**config.mk**
```make
export PLATFORM = sky130hd
export DESIGN_NAME = data_fifo_n
export DESIGN_NICKNAME = d
export VERILOG_FILES = /design/src/rtl/data_fifo_pkg.sv /design/src/rtl/data_fifo_mem.sv /design/src/rtl/data_fifo_n.sv
export SDC_FILE = /design/constraint.sdc
export NUM_CORES = 1
export LEC_CHECK = 0
export ABC_AREA = 1
export BUFFER_PORTS_ARGS = -buffer_cell sky130_fd_sc_hd__buf_2
export CAP_MARGIN = 10
export CORE_ASPECT_RATIO = 0.9
export CORE_MARGIN = 5
export CORE_UTILIZATION = 56
export CTS_CLUSTER_DIAMETER = 40
export DETAILED_ROUTE_END_ITERATION = 12
export PLACE_DENSITY = 0.78
export SYNTH_ARGS = -nofsm -noshare
export SYNTH_HDL_FRONTEND = slang
export SYNTH_SLANG_ARGS = --single-unit
```
**constraint.sdc**
```tcl
create_clock -name CLK -period 3.5 [get_ports CLK]
set_clock_uncertainty 0.1 [all_clocks]
set_input_delay 0.7 -clock CLK [delete_from_list [all_inputs] [get_ports CLK]]
set_output_delay 0.7 -clock CLK [all_outputs]
set_load 0.03 [all_outputs]
```
**src/rtl/data_fifo_pkg.sv**
```systemverilog
// data_fifo_pkg: shared pointer-width helper and operation decode type for data_fifo_n.
package data_fifo_pkg;
  function automatic int ptr_w(input int depth);
    return $clog2(depth);
  endfunction
  typedef enum logic [1:0] {FIFO_IDLE, FIFO_WR, FIFO_RD, FIFO_RW} fifo_op_e;
endpackage

```
**src/rtl/data_fifo_mem.sv**
```systemverilog
// data_fifo_mem: DEPTH x N storage, one clocked write port and one asynchronous read port.
module data_fifo_mem #(
  parameter int N     = 16,
  parameter int DEPTH = 4,
  parameter int AW    = 2
) (
  input  logic          CLK,
  input  logic          we,
  input  logic [AW-1:0] wa,
  input  logic [N-1:0]  wd,
  input  logic [AW-1:0] ra,
  output logic [N-1:0]  rd
);
  logic [N-1:0] mem [DEPTH];
  always_ff @(posedge CLK)
    if (we) mem[wa] <= wd;
  assign rd = mem[ra];
endmodule

```
**src/rtl/data_fifo_n.sv**
```systemverilog
// data_fifo_n: synchronous first-word-fall-through FIFO of N-bit words.
// Define DATA_FIFO_HWM_EN to add the registered high-water-mark output HWM.
module data_fifo_n
  import data_fifo_pkg::*;
#(
  parameter int N     = 16,
  parameter int DEPTH = 4
) (
  input  logic                     CLK,
  input  logic                     RESETN,
  input  logic                     WR_EN,
  input  logic [N-1:0]             WR_DATA,
  output logic                     FULL,
  input  logic                     RD_EN,
  output logic [N-1:0]             RD_DATA,
  output logic                     EMPTY,
  output logic [ptr_w(DEPTH):0]    COUNT,
  output logic                     OVF,
  output logic                     UNF
`ifdef DATA_FIFO_HWM_EN
  ,
  output logic [ptr_w(DEPTH):0]    HWM
`endif
);
  localparam int AW = ptr_w(DEPTH);
  localparam int CW = AW + 1;
  if (DEPTH < 2 || (DEPTH & (DEPTH - 1)) != 0) begin : g_bad_depth
    $error("data_fifo_n: DEPTH must be a power of 2 and >= 2");
  end
  logic [AW-1:0] wr_ptr, rd_ptr;
  logic [CW-1:0] count_nxt;
  logic [N-1:0]  mem_rd;
  logic          wr_ok, rd_ok;
  fifo_op_e      op;
  assign wr_ok = WR_EN && (!FULL || RD_EN);
  assign rd_ok = RD_EN && !EMPTY;
  always_comb begin
    op        = wr_ok ? (rd_ok ? FIFO_RW : FIFO_WR) : (rd_ok ? FIFO_RD : FIFO_IDLE);
    count_nxt = op == FIFO_WR ? COUNT + CW'(1) : op == FIFO_RD ? COUNT - CW'(1) : COUNT;
  end
  data_fifo_mem #(.N(N), .DEPTH(DEPTH), .AW(AW)) u_mem (
    .CLK (CLK),
    .we  (wr_ok && RESETN),
    .wa  (wr_ptr),
    .wd  (WR_DATA),
    .ra  (rd_ptr),
    .rd  (mem_rd)
  );
  // Empty output is held at zero so the downstream register never samples X.
  assign RD_DATA = EMPTY ? '0 : mem_rd;
  always_ff @(posedge CLK) begin
    if (!RESETN) begin
      wr_ptr <= '0;
      rd_ptr <= '0;
      COUNT  <= '0;
      FULL   <= 1'b0;
      EMPTY  <= 1'b1;
      OVF    <= 1'b0;
      UNF    <= 1'b0;
    end else begin
      wr_ptr <= wr_ptr + AW'(wr_ok);
      rd_ptr <= rd_ptr + AW'(rd_ok);
      COUNT  <= count_nxt;
      FULL   <= count_nxt == CW'(DEPTH);
      EMPTY  <= count_nxt == '0;
      OVF    <= WR_EN && !wr_ok;
      UNF    <= RD_EN && !rd_ok;
    end
  end
`ifdef DATA_FIFO_HWM_EN
  always_ff @(posedge CLK) begin
    if (!RESETN) HWM <= '0;
    else if (count_nxt > HWM) HWM <= count_nxt;
  end
`endif
endmodule

```
======== Word-level counts from Yosys, hierarchy flattened ========
Memories as Yosys holds them, arrays and structs flattened. A register that Yosys moved wholly into a read port is not among the register bits.
Index checks and enable logic that the tools add are counted.
word-level totals
  word-level logic and storage cells ...... 35
  output and inout port bits .............. 23
  memories kept ........................... 1
  input port bits ......................... 20
  memory bits (writable) .................. 64
  register bits ........................... 11
operators by class
  muxes and demuxes ....................... 9
  equality and inequality tests ........... 3
  reduce and logical (&&, ||, !) cells .... 11
  add/subtract/negate cells ............... 4
memory list
  memory     words  bits a word  rd ports  clocked after memory_dff  wr ports  RTL line             RTL
  u_mem.mem  4      16           1         1                         1         data_fifo_mem.sv:14  logic [N-1:0] mem [DEPTH];
operators by type and width
  cell                   number
  $mux W16               1
  $mux W2                4
  $mux W3                2
  $logic_and A1 B1 Y1    5
  $add A2 B1 Y2          2
  $logic_not A1 Y1       4
  $add A3 B1 Y3 const B  1
  $eq A3 B3 Y1 const B   1
  $logic_not A3 Y1       1
  $sub A3 B1 Y3 const B  1
  $eq A2 B1 Y1 const B   1
  $eq A2 B2 Y1 const B   1
  $mux W1                2
  $logic_or A1 B1 Y1     1

======== Logic depth before layout (Yosys ltp) ========
  depth in word-level cells ............... 8
  gate-level depth with buffers ........... 12
  mapped depth without buffers ............ 12

======== Modules after synthesis ========
A second synthesis with hierarchy kept.
second synthesis, totals
  cells, all modules ...................... 369
  area, all modules ....................... 3450.8 um^2
by module, submodules not included
  module         cells each  seq. area each (um^2)  instances  area each (um^2)
  data_fifo_mem  259         1921.8                 1          2758.9
  data_fifo_n    110         220.2                  1          691.9

======== Least setup slack after synthesis ========
Ideal clock, no wire load.
  path kind ............................... input to register
  start point ............................. in RD_EN
  end point ............................... mem u_mem.mem[0][0], enable pin
  buffers on the path ..................... 0
  required time ........................... 2991 ps
  stages .................................. 6
  setup slack ............................. 836 ps
  data arrival time ....................... 2155 ps
  library setup time ...................... 409 ps
  cell sequence ........................... inv_1 > nand2_4 > nand2_1 > inv_1 > nand2_1 > nor3_1
on the way
  cells in the longest elaborated chain, start to end .. 5
ends and longest elaborated chain
  item                           RTL line             RTL
  start, declared                data_fifo_n.sv:14    input logic RD_EN,
  $logic_or A1 B1 Y1             data_fifo_n.sv:35    assign wr_ok = WR_EN && (!FULL || RD_EN);
  $logic_and A1 B1 Y1            data_fifo_n.sv:35
  $logic_and A1 B1 Y1            data_fifo_n.sv:43    .we (wr_ok && RESETN),
  $mux W1                        data_fifo_mem.sv:16  if (we) mem[wa] <= wd;
  $mux W1 (implied by the code)  data_fifo_mem.sv:16
  end, declared                  data_fifo_mem.sv:14
Every way passes these cells.

==> results.toml <==
[outcome]
status = "finished, final reports clean"

[die]
design.portCount = 43
die_y_um = 80.26
initial_utilization = 0.5811
placementRows = 25
coreArea_sq_mm = 0.005286
total_die_area_sq_mm = 0.007069
die_span_in_x_um = 88.07

[routing]
via_per_inst = 5.097
post_drt_wl_per_cell_um = 15.13
routed-via-count = 1988
drc_errors = 0
drtAntennaViolNets = 0
drt_iter0_drc = 111
detail_route.first_pass.iterations = 4
wl_mm = 5.902

[global_route]
via_count_of_the_first_global_routing_pass = 1934
global_route.peak_usage_layer = "met2"
initial_antenna_violation_count = 0
grt_first_pass_wirelength_mm = 9.673
grt_start_max_net_pins = 34
grt.met2_usage = 0.2989
gr-usage-met1 = 0.2391
groute.layer.met3.usage = 0.06564
grt_use_total = 0.1867
overflow = 0

[synth]
postSynthAreaPerCell_sq_um = 11.38
netlist_instances = 270
yosysSeqAreaShare = 0.6974
synth_cell_type_count = 26
synth_seq_cells = 75
yosysWarnings = 0
syn_nets = 294
synthDominantCellAreaShare = 0.6257
synth.area.top_cells = "edfxtp_1 (63%), nor2_1 (8.4%), dfxtp_1 (7.2%)"
synth_area_sq_mm = 0.003072
synth.largest_area_cell = "edfxtp_1"

[worst_setup_path]
crit_path_start = "rd_ptr[0]$_SDFF_PN0_"
worstSetupEndpointType = "output port"
r2r.worst_path.cells = 6
worst-endpoint-arrival_ns = 2.01
worst_reg2reg_path_endpoint = "u_mem.mem[3][2]$_DFFE_PP_"
worst_r2r_startpoint = "FULL$_SDFF_PN0_"
worstPathMaxFanout = 32
worst_ep_required_time_ns = 2.70
start_kind = "flip-flop"
rrSetupSlack_ns = 1.68
crit_type = "reg -> out"

[power_and_ir_drop]
ir_worst_vdd_v = 0.0003364
report.power.total_mw = 2.055
power_density_mw_per_mm2 = 571.5
leakagePower_nw = 1.450

[clock_network]
clock_tree.root_cell = "clkbuf_8"
tritoncts_clock_tree = "built"
number_of_buffers_added_by_the_clock_tree_synthesis_step = 9
clock_tree_sinks = 75
cts-resized-gates = 0
worstSkewPairLatency_ns = 0.34
clock_tree.buffer_depth = 2
holdBufCountCts = 0
cts_htree_levels = 3
clk_transition_reported_paths_ns = 0.08
post-cts-setup-buffer-count = 0

[sta]
worst_slew_pin_tran_ns = 0.8500
slew_violations = 0
layout_worst_path_cycle_share = 0.8040
finalWorstPathRequiredPeriod_ns = 2.814
setup_viol_count_final = 0
setup_tns_ns = 0
timing.final.hold_violations = 0
timing.max_slew.rel_slack = 0.4327
grt_setup_unrepaired = "no"
fmax_ghz = 0.3554

[min_path]
worst_hold_path.num_cells = 2
worstHoldPathType = "reg -> reg"
timing.hold.worst_endpoint = "OVF$_SDFF_PN0_"
hold_path.startpoint = "FULL$_SDFF_PN0_"

[finish]
number_of_antenna_cells_inserted = 0
final_layout_size_suffix_gt1_frac = 0.2570
nNetsFinal = 342
syn2layout_area_growth_pct = 17.07
fillers = 407

[placement]
globalplace.congestion = 0.7393
place_hpwl_mm = 3.822
io_buffers = 42

[run]
cap_violations = 0
cell type report:
cell class	count	area, sq um	share of cell area
Sequential cell	75	2142	0.5957
Multi-Input combinational cell	161	794.5	0.2209
Clock buffer	9	123.9	0.03445
Timing Repair Buffer	49	262.8	0.07307
Clock inverter	7	101.3	0.02818
Inverter	22	87.58	0.02436
Tap cell	67	83.83	0.02331
cells by family after synthesis:
| family | synth area share |
|---|---|
| flip-flops | 0.6974 |
| buffers and inverters | 0.05051 |
| adder cells (fa/ha/maj) | 0.01629 |
| AND/OR/NAND/NOR | 0.1491 |
| AO/OA/AOI/OAI | 0.07821 |
| XOR/XNOR | 0.008556 |
per-layer routing:
layer	part of all wire	routed length (um)	up-vias
met5	0	0	-
met4	0.013	76	0
met3	0.062	365	6
met2	0.50	2948	54
met1	0.43	2510	921
li1	-	-	1007
stage by stage:
| stage | cells | setup WS (ns) | cell area [sq um] | hold WS, ns | utilization |
|---|---|---|---|---|---|
| floorplan | 270 | 0.8356 | 3072 | 0.4203 | - |
| global placement | 374 | 1.104 | 3371 | 0.3992 | 0.6376 |
| detailed placement | 374 | 1.081 | 3371 | 0.4127 | 0.6376 |
| CTS | 390 | 0.6921 | 3596 | 0.4265 | 0.6802 |
| global route | 390 | 0.5173 | 3596 | 0.4473 | 0.6802 |
| finish | 390 | 0.6859 | 3596 | 0.4262 | 0.6802 |
placed cells by master, fill, tap and decap left out, types with 3 or more instances in the layout:
cell type and count:
a21oi_1 16, dfxtp_1 11, inv_1 18, nor3_2 4
clkbuf_8 9, nand2_2 4, nand2_1 19, buf_4 7
buf_2 42, o21ai_1 4, nor2_1 69, edfxtp_1 64
o21ai_0 28, ha_1 4, inv_2 3
state kept, by name (all words and copies together), names as in the netlist:
register and flops:
u_mem.mem 64, FULL 1, rd_ptr 2, wr_ptr 2, OVF 1, UNF 1
EMPTY 1, COUNT 3
worst max-delay path by stage:
stage / endpoint / slack [ns] / cells past startpoint
finish: RD_DATA[2] / 0.69 / 4
floorplan: u_mem.mem[0][0]$_DFFE_PP_ / 0.84 / 6
detailed placement: u_mem.mem[3][8]$_DFFE_PP_ / 1.08 / 8
global placement: RD_DATA[2] / 1.10 / 4
global route: RD_DATA[2] / 0.52 / 4
CTS: RD_DATA[2] / 0.69 / 4
Yosys cell counts (all sizes together):
| library cell | count |
|---|---|
| a21oi | 16 |
| buf | 8 |
| clkbuf | 4 |
| dfxtp | 11 |
| edfxtp | 64 |
| ha | 4 |
| inv | 22 |
| nand2 | 24 |
| nand3 | 4 |
| nand4 | 1 |
| nor2 | 71 |
| nor3 | 6 |
| o21ai | 32 |
| xnor2 | 2 |
| xor2 | 1 |
worst max-delay path, stage by stage (launching register included):
cell     delay, ns
dfxtp_1       0.32
inv_1         0.62
o21ai_0       0.24
a21oi_1       0.24
buf_2         0.24
where the power goes:
group	internal (mW)	total, mW	switching [mW]
logic	0.0887	0.299	0.211
clock network	0.405	0.724	0.319
registers	1.00	1.03	0.0291
total	1.50	2.05	0.558
Note: power is estimated with default switching activity, not from simulation.
